<file path="src/rtl/fetch_if.sv">
// Bundle of signals between the fetch stage and its surroundings: control inputs,
// instruction-memory port and the IF/ID pipeline register outputs.
interface fetch_if #(
  parameter int ADDR_W  = 32,
  parameter int INSTR_W = 32,
  parameter int CNT_W   = 16
);
  logic               start;
  logic               stall;
  logic               branch_taken;
  logic [ADDR_W-1:0]  branch_target;
  logic [ADDR_W-1:0]  imem_addr;
  logic [INSTR_W-1:0] imem_rdata;
  logic [INSTR_W-1:0] ifid_instr;
  logic [ADDR_W-1:0]  ifid_pc;
  logic               ifid_valid;
  logic               end_flag;
  logic [CNT_W-1:0]   fetch_count;

  // Handshake: there is no valid/ready pair. ifid_valid qualifies ifid_instr/ifid_pc
  // in every cycle. stall is the only backpressure: while stall=1, pc and IF/ID hold.
  // A branch_taken redirect always wins over stall.
  modport master (
    input  start, stall, branch_taken, branch_target, imem_rdata,
    output imem_addr, ifid_instr, ifid_pc, ifid_valid, end_flag, fetch_count
  );

  modport slave (
    output start, stall, branch_taken, branch_target, imem_rdata,
    input  imem_addr, ifid_instr, ifid_pc, ifid_valid, end_flag, fetch_count
  );
endinterface

</file>
<file path="src/rtl/fetch_stage.sv">
// Instruction-fetch stage: owns the PC, drives instruction memory and loads IF/ID.
// Sequences start-up, stall, branch redirect and halt-drain, then raises end_flag.
module fetch_stage #(
  parameter int              ADDR_W       = 32,
  parameter int              INSTR_W      = 32,
  parameter logic [ADDR_W-1:0] RESET_PC   = '0,
  parameter logic [3:0]      HALT_OPCODE  = 4'hF,
  parameter int              DRAIN_CYCLES = 4,
  parameter int              CNT_W        = 16
) (
  input  logic     clk,
  input  logic     reset,
  fetch_if.master  bus,
  output logic [1:0] state_dbg
);

  localparam int DW = $clog2(DRAIN_CYCLES + 1);
  localparam logic [DW-1:0] DRAIN_LAST = DW'(DRAIN_CYCLES);

  typedef enum logic [1:0] {
    IDLE  = 2'd0,
    RUN   = 2'd1,
    DRAIN = 2'd2,
    DONE  = 2'd3
  } state_t;

  state_t             state, state_n;
  logic [ADDR_W-1:0]  pc, pc_n;
  logic [INSTR_W-1:0] ifid_instr, ifid_instr_n;
  logic [ADDR_W-1:0]  ifid_pc, ifid_pc_n;
  logic               ifid_valid, ifid_valid_n;
  logic               end_flag, end_flag_n;
  logic [CNT_W-1:0]   fetch_count, fetch_count_n;
  logic [DW-1:0]      drain_cnt, drain_cnt_n;
  logic [DW-1:0]      drain_inc;
  logic [CNT_W-1:0]   count_inc;
  logic               is_halt;

  assign is_halt   = (bus.imem_rdata[INSTR_W-1 -: 4] == HALT_OPCODE);
  assign drain_inc = drain_cnt + 1'b1;
  assign count_inc = (fetch_count == '1) ? fetch_count : fetch_count + 1'b1;

  always_ff @(posedge clk) begin
    if (reset) begin
      state       <= IDLE;
      pc          <= RESET_PC;
      ifid_instr  <= '0;
      ifid_pc     <= '0;
      ifid_valid  <= 1'b0;
      end_flag    <= 1'b0;
      fetch_count <= '0;
      drain_cnt   <= '0;
    end else begin
      state       <= state_n;
      pc          <= pc_n;
      ifid_instr  <= ifid_instr_n;
      ifid_pc     <= ifid_pc_n;
      ifid_valid  <= ifid_valid_n;
      end_flag    <= end_flag_n;
      fetch_count <= fetch_count_n;
      drain_cnt   <= drain_cnt_n;
    end
  end

  always_comb begin
    state_n       = state;
    pc_n          = pc;
    ifid_instr_n  = ifid_instr;
    ifid_pc_n     = ifid_pc;
    ifid_valid_n  = ifid_valid;
    end_flag_n    = end_flag;
    fetch_count_n = fetch_count;
    drain_cnt_n   = drain_cnt;

    case (state)
      IDLE: begin
        ifid_instr_n = '0;
        ifid_valid_n = 1'b0;
        if (bus.start) state_n = RUN;
      end

      RUN: begin
        if (bus.branch_taken) begin
          pc_n         = bus.branch_target;
          ifid_instr_n = '0;
          ifid_valid_n = 1'b0;
        end else if (!bus.stall) begin
          ifid_instr_n  = bus.imem_rdata;
          ifid_pc_n     = pc;
          ifid_valid_n  = 1'b1;
          fetch_count_n = count_inc;
          // The halt itself stays at pc so a later redirect is the only way forward.
          if (is_halt) begin
            state_n     = DRAIN;
            drain_cnt_n = '0;
          end else begin
            pc_n = pc + ADDR_W'(4);
          end
        end
      end

      DRAIN: begin
        ifid_instr_n = '0;
        ifid_valid_n = 1'b0;
        if (bus.branch_taken) begin
          // An older branch resolved late: the halt was on the wrong path.
          pc_n        = bus.branch_target;
          drain_cnt_n = '0;
          state_n     = RUN;
        end else if (!bus.stall) begin
          drain_cnt_n = drain_inc;
          if (drain_inc == DRAIN_LAST) begin
            end_flag_n = 1'b1;
            state_n    = DONE;
          end
        end
      end

      DONE: begin
        ifid_instr_n = '0;
        ifid_valid_n = 1'b0;
        end_flag_n   = 1'b1;
      end

      default: state_n = IDLE;
    endcase
  end

  assign bus.imem_addr   = pc;
  assign bus.ifid_instr  = ifid_instr;
  assign bus.ifid_pc     = ifid_pc;
  assign bus.ifid_valid  = ifid_valid;
  assign bus.end_flag    = end_flag;
  assign bus.fetch_count = fetch_count;
  assign state_dbg       = state;

endmodule

</file>
<file path="src/flat_wrapper.sv">
// flat-port wrapper written by rule: the top's interface ports become plain ports
module fetch_stage_flat 
#(
  parameter int              ADDR_W       = 32,
  parameter int              INSTR_W      = 32,
  parameter logic [ADDR_W-1:0] RESET_PC   = '0,
  parameter logic [3:0]      HALT_OPCODE  = 4'hF,
  parameter int              DRAIN_CYCLES = 4,
  parameter int              CNT_W        = 16
)
  (clk, reset, state_dbg, bus_start, bus_stall, bus_branch_taken, bus_branch_target, bus_imem_rdata, bus_imem_addr, bus_ifid_instr, bus_ifid_pc, bus_ifid_valid, bus_end_flag, bus_fetch_count);
  fetch_if #(.ADDR_W(ADDR_W), .INSTR_W(INSTR_W), .CNT_W(CNT_W)) bus_i ();
  input  logic clk;
  input  logic reset;
  output logic [1:0] state_dbg;
  input wire logic [$bits(bus_i.start)-1:0] bus_start;
  input wire logic [$bits(bus_i.stall)-1:0] bus_stall;
  input wire logic [$bits(bus_i.branch_taken)-1:0] bus_branch_taken;
  input wire logic [$bits(bus_i.branch_target)-1:0] bus_branch_target;
  input wire logic [$bits(bus_i.imem_rdata)-1:0] bus_imem_rdata;
  output wire logic [$bits(bus_i.imem_addr)-1:0] bus_imem_addr;
  output wire logic [$bits(bus_i.ifid_instr)-1:0] bus_ifid_instr;
  output wire logic [$bits(bus_i.ifid_pc)-1:0] bus_ifid_pc;
  output wire logic [$bits(bus_i.ifid_valid)-1:0] bus_ifid_valid;
  output wire logic [$bits(bus_i.end_flag)-1:0] bus_end_flag;
  output wire logic [$bits(bus_i.fetch_count)-1:0] bus_fetch_count;
  assign bus_i.start = bus_start;
  assign bus_i.stall = bus_stall;
  assign bus_i.branch_taken = bus_branch_taken;
  assign bus_i.branch_target = bus_branch_target;
  assign bus_i.imem_rdata = bus_imem_rdata;
  assign bus_imem_addr = bus_i.imem_addr;
  assign bus_ifid_instr = bus_i.ifid_instr;
  assign bus_ifid_pc = bus_i.ifid_pc;
  assign bus_ifid_valid = bus_i.ifid_valid;
  assign bus_end_flag = bus_i.end_flag;
  assign bus_fetch_count = bus_i.fetch_count;
  fetch_stage #(.ADDR_W(ADDR_W), .INSTR_W(INSTR_W), .RESET_PC(RESET_PC), .HALT_OPCODE(HALT_OPCODE), .DRAIN_CYCLES(DRAIN_CYCLES), .CNT_W(CNT_W)) u_core (.clk(clk), .reset(reset), .bus(bus_i), .state_dbg(state_dbg));
endmodule
</file>
<file path="config.mk">
export PLATFORM = sky130hd
export DESIGN_NAME = fetch_stage_flat
export DESIGN_NICKNAME = d
export VERILOG_FILES = /design/src/rtl/fetch_if.sv /design/src/rtl/fetch_stage.sv /design/src/flat_wrapper.sv
export SDC_FILE = /design/constraint.sdc
export NUM_CORES = 1
export LEC_CHECK = 0
export CAP_MARGIN = 15
export CORE_UTILIZATION = 40
export CTS_CLUSTER_DIAMETER = 150
export DETAILED_ROUTE_END_ITERATION = 10
export GPL_ROUTABILITY_DRIVEN = 0
export GPL_TIMING_DRIVEN = 1
export PLACE_DENSITY = 0.75
export SLEW_MARGIN = 20
export SYNTH_ARGS = -nofsm -noshare
export SYNTH_HDL_FRONTEND = slang
export SYNTH_SLANG_ARGS = --single-unit
</file>
<file path="constraint.sdc">
create_clock -name clk -period 2.2 [get_ports clk]
set_input_delay 0.44 -clock clk [delete_from_list [all_inputs] [get_ports clk]]
set_output_delay 0.44 -clock clk [all_outputs]
set_load 0.1 [all_outputs]
</file>
==> run_results.csv <==
group,metric,value,unit
status,status,"finished clean",
timing,slew_violations,0,
timing,clock_skew,0.00527,ns
critical_path,critical_path.endpoint_type,"register",
place,dp_hpwl,11700,microns
logic_synthesis,ys_async_sr_fraction,0,%
timing,finalHoldViolCount,0,
die,num_rows,42,
cts,clk_pin_slew,0.06,ns
grt,antenna_found_initial,0,
die,die_area,14000,sq um
logic_synthesis,synth.avg_cell_area,8.10,sq um
timing,hold_ws,0.297,ns
layout,num_antenna_cells,0,
logic_synthesis,netlist_instances,669,
critical_path,arrival,2.52,ns
drt,drtPass1Iterations,7,
logic_synthesis,synth_common_cells,"119 x dfxtp_1, 97 x nand2_1, 84 x nor2_1, 61 x a21oi_1, 45 x clkbuf_1",
critical_path,worst-setup-path-type,"reg2reg",
logic_synthesis,synth_fp_nets,748,
layout,area_growth,49.3,%
drt,route.vias.total,5792,
grt,grt_overflow,0,
logic_synthesis,synth_flop_cell,"dfxtp_1",
cts,numCtsBuffers,17,
logic_synthesis,ys_seq_area_share,44.0,%
drt,viasPerCell,5.47,
timing,setup_viol,0,
power,power_frac_seq,32.1,%
run,drv_cap,0,
critical_path,rrSetupSlack,0.02,ns
drt,drtAntennaViolNets,0,
die,die_h,118,microns
power,p_switching,0.00344,W
power,combPwrFrac,36.9,%
cts,clockBufferDepth,2,
logic_synthesis,ys_seq_elements,119,
drt,first_iter_violations,447,
power,p_int,0.00476,W
power,swShare,42.0,%
grt,grt_pass1_wl,26900,microns
grt,grt_pass1_vias,5460,
timing,period_share,99.1,%
layout,fin_nets,949,
drt,drc,0,
die,die-width,118,microns
cts,cts_hold_buf,0,
logic_synthesis,synthTopCellsByArea,"dfxtp_1 44%, nand2_1 6.7%, nor2_1 5.8%",
power,finalPower,0.00820,W
cts,root_buffer,"clkbuf_16",
timing,rsz0062_at_grt,"true",
critical_path,startpoint_type,"register",
logic_synthesis,syn-cell-area,5420,sq um
logic_synthesis,synth_edf_count,0,
drt,wl_per_cell,15.9,microns
die,io_pins,185,
critical_path,required,2.54,ns
timing,worst_slew_margin_rel,67.2,%
logic_synthesis,synth.distinct_cells,53,
die,initial_utilization,40.9,%
critical_path,cp_max_fo,6,
timing,tightestPinTransition,0.491,ns
place,placed_cell_area,7450,sq um
cts,clk_latency,0.43,ns
logic_synthesis,yosys.area.top_type,"dfxtp_1",
timing,post-route-min-period,2.18,ns
logic_synthesis,yosys_warnings,0,
power,power.density,1010,nW/um^2
logic_synthesis,synth_most_common_cell,"dfxtp_1",
power,p_clk_share,31.1,%
worst_hold_path,worstHoldPathType,"in2reg",
layout,fin_area,8090,sq um
die,core,13200,sq um
layout,layout-drive-gt1-share,28.3,%
place,dp.cells,1020,
timing,fmax,459,MHz
power,cellLeakagePower,3.19,nW
layout,fin_cells,1059,
cts,htree_num_levels,4,
grt,track_usage,23.9,%
place,port_buffers,184,
grt,grt_start_max_net_pins,85,
cts,cts_sinks,119,
power,irDropWorstVdd,0.000507,V
cts,cts_tree,"done",
logic_synthesis,synth_top_area_share,44.0,%
drt,wl,16800,microns
## cell type report
type / instances / area [sq um]
timing repair buffer: 233 / 2000
inverter: 7 / 31.3
multi-input combinational: 492 / 2860
fill: 1146 / 5150
clock buffer: 17 / 425
tap: 176 / 220
clock inverter: 15 / 120
sequential: 119 / 2440
## worst max-delay path: stages, from the launching register on
cell and delay (ns):
dfxtp_4 0.39, inv_4 0.06, ha_4 0.28, or3b_4 0.38
o211a_1 0.24, or4_4 0.41, mux2_4 0.28, o41ai_2 0.05
## power by group through the flow
stage	clock network [W]	logic, W	registers [W]
2_1_floorplan	0	0.000824	0.00385
3_3_place_gp	0	0.00278	0.00265
3_5_place_dp	0	0.00282	0.00266
4_1_cts	0.00258	0.00283	0.00262
5_1_grt	0.00268	0.00317	0.00266
6_report	0.00255	0.00302	0.00263
## metrics by stage
step / setup WS [ns] / util, % / setup TNS (ns)
2_1_floorplan: -0.230 / - / -0.621
3_3_place_gp: -0.253 / 56.2 / -3.96
3_5_place_dp: -0.279 / 56.2 / -6.55
4_1_cts: 0.0217 / 60.3 / 0
5_1_grt: -0.0438 / 61.1 / -0.0438
6_report: 0.0201 / 61.1 / 0
## layer usage
layer / vias to the layer above / share of wire, % / track usage [%]
met1: 2722 / 42 / 29.6
met3: 33 / 6.5 / 5.16
met5: - / 0 / 0
met2: 239 / 50 / 39.2
li1: 2798 / - / -
met4: 0 / 2.4 / 11.9
## registers in the layout (all words and copies together), names as in the netlist
name / cells
u_core.bus.ifid_pc: 32
u_core.drain_cnt: 3
u_core.state_dbg: 2
u_core.bus.ifid_instr: 32
u_core.bus.imem_addr: 32
u_core.bus.fetch_count: 16
u_core.bus.end_flag: 1
u_core.bus.ifid_valid: 1
## repair_timing
item                       4_1_cts  5_1_grt
setup buffers                    0        5
setup endpoints to repair        0       15
resized for setup                0        9
## worst paths after layout
| path | end | depth (start not counted) | from |
|---|---|---|---|
| max | u_core.bus.imem_addr[31]$_SDFFE_PP0P_ | 7 | u_core.state_dbg[0]$_SDFFE_PP0P_ |
| min | u_core.bus.imem_addr[31]$_SDFFE_PP0P_ | 2 | reset |
| max reg2reg | u_core.bus.imem_addr[31]$_SDFFE_PP0P_ | 7 | u_core.state_dbg[0]$_SDFFE_PP0P_ |
| min reg2reg | u_core.bus.ifid_pc[25]$_SDFFE_PP0P_ | 2 | u_core.bus.ifid_pc[25]$_SDFFE_PP0P_ |
## kinds of logic (layout without fill, tap and decap cells)
family,after synthesis,count (layout),synth area share (%)
buffers and inverters,58,272,4.39
multiplexers,8,8,1.50
AO/OA/AOI/OAI,164,164,19.3
flip-flops,119,119,44.0
AND/OR/NAND/NOR,294,294,26.0
XOR/XNOR,16,16,2.59
adder cells (fa/ha/maj),10,10,2.31
## cell usage in the layout, fill, tap and decap left out, types with 6 or more instances in the layout
cell             netlist  layout
buf_4                  0     158
nand2_1               97      97
nor2_1                84      84
dfxtp_1              119      84
clkdlybuf4s50_1        0      67
a21oi_1               61      61
a22oi_1               36      36
dfxtp_2                0      31
nand3_1               23      23
clkbuf_16              0      18
o21ai_0               23      17
nor3_1                17      17
nand4_1               16      16
and4_1                11      11
a211oi_1              10      10
xnor2_1               10      10
ha_1                  10       8
mux2i_1                7       7
o21ai_1                0       6
xor2_1                 6       6
Note: power is estimated with default switching activity, not from simulation.
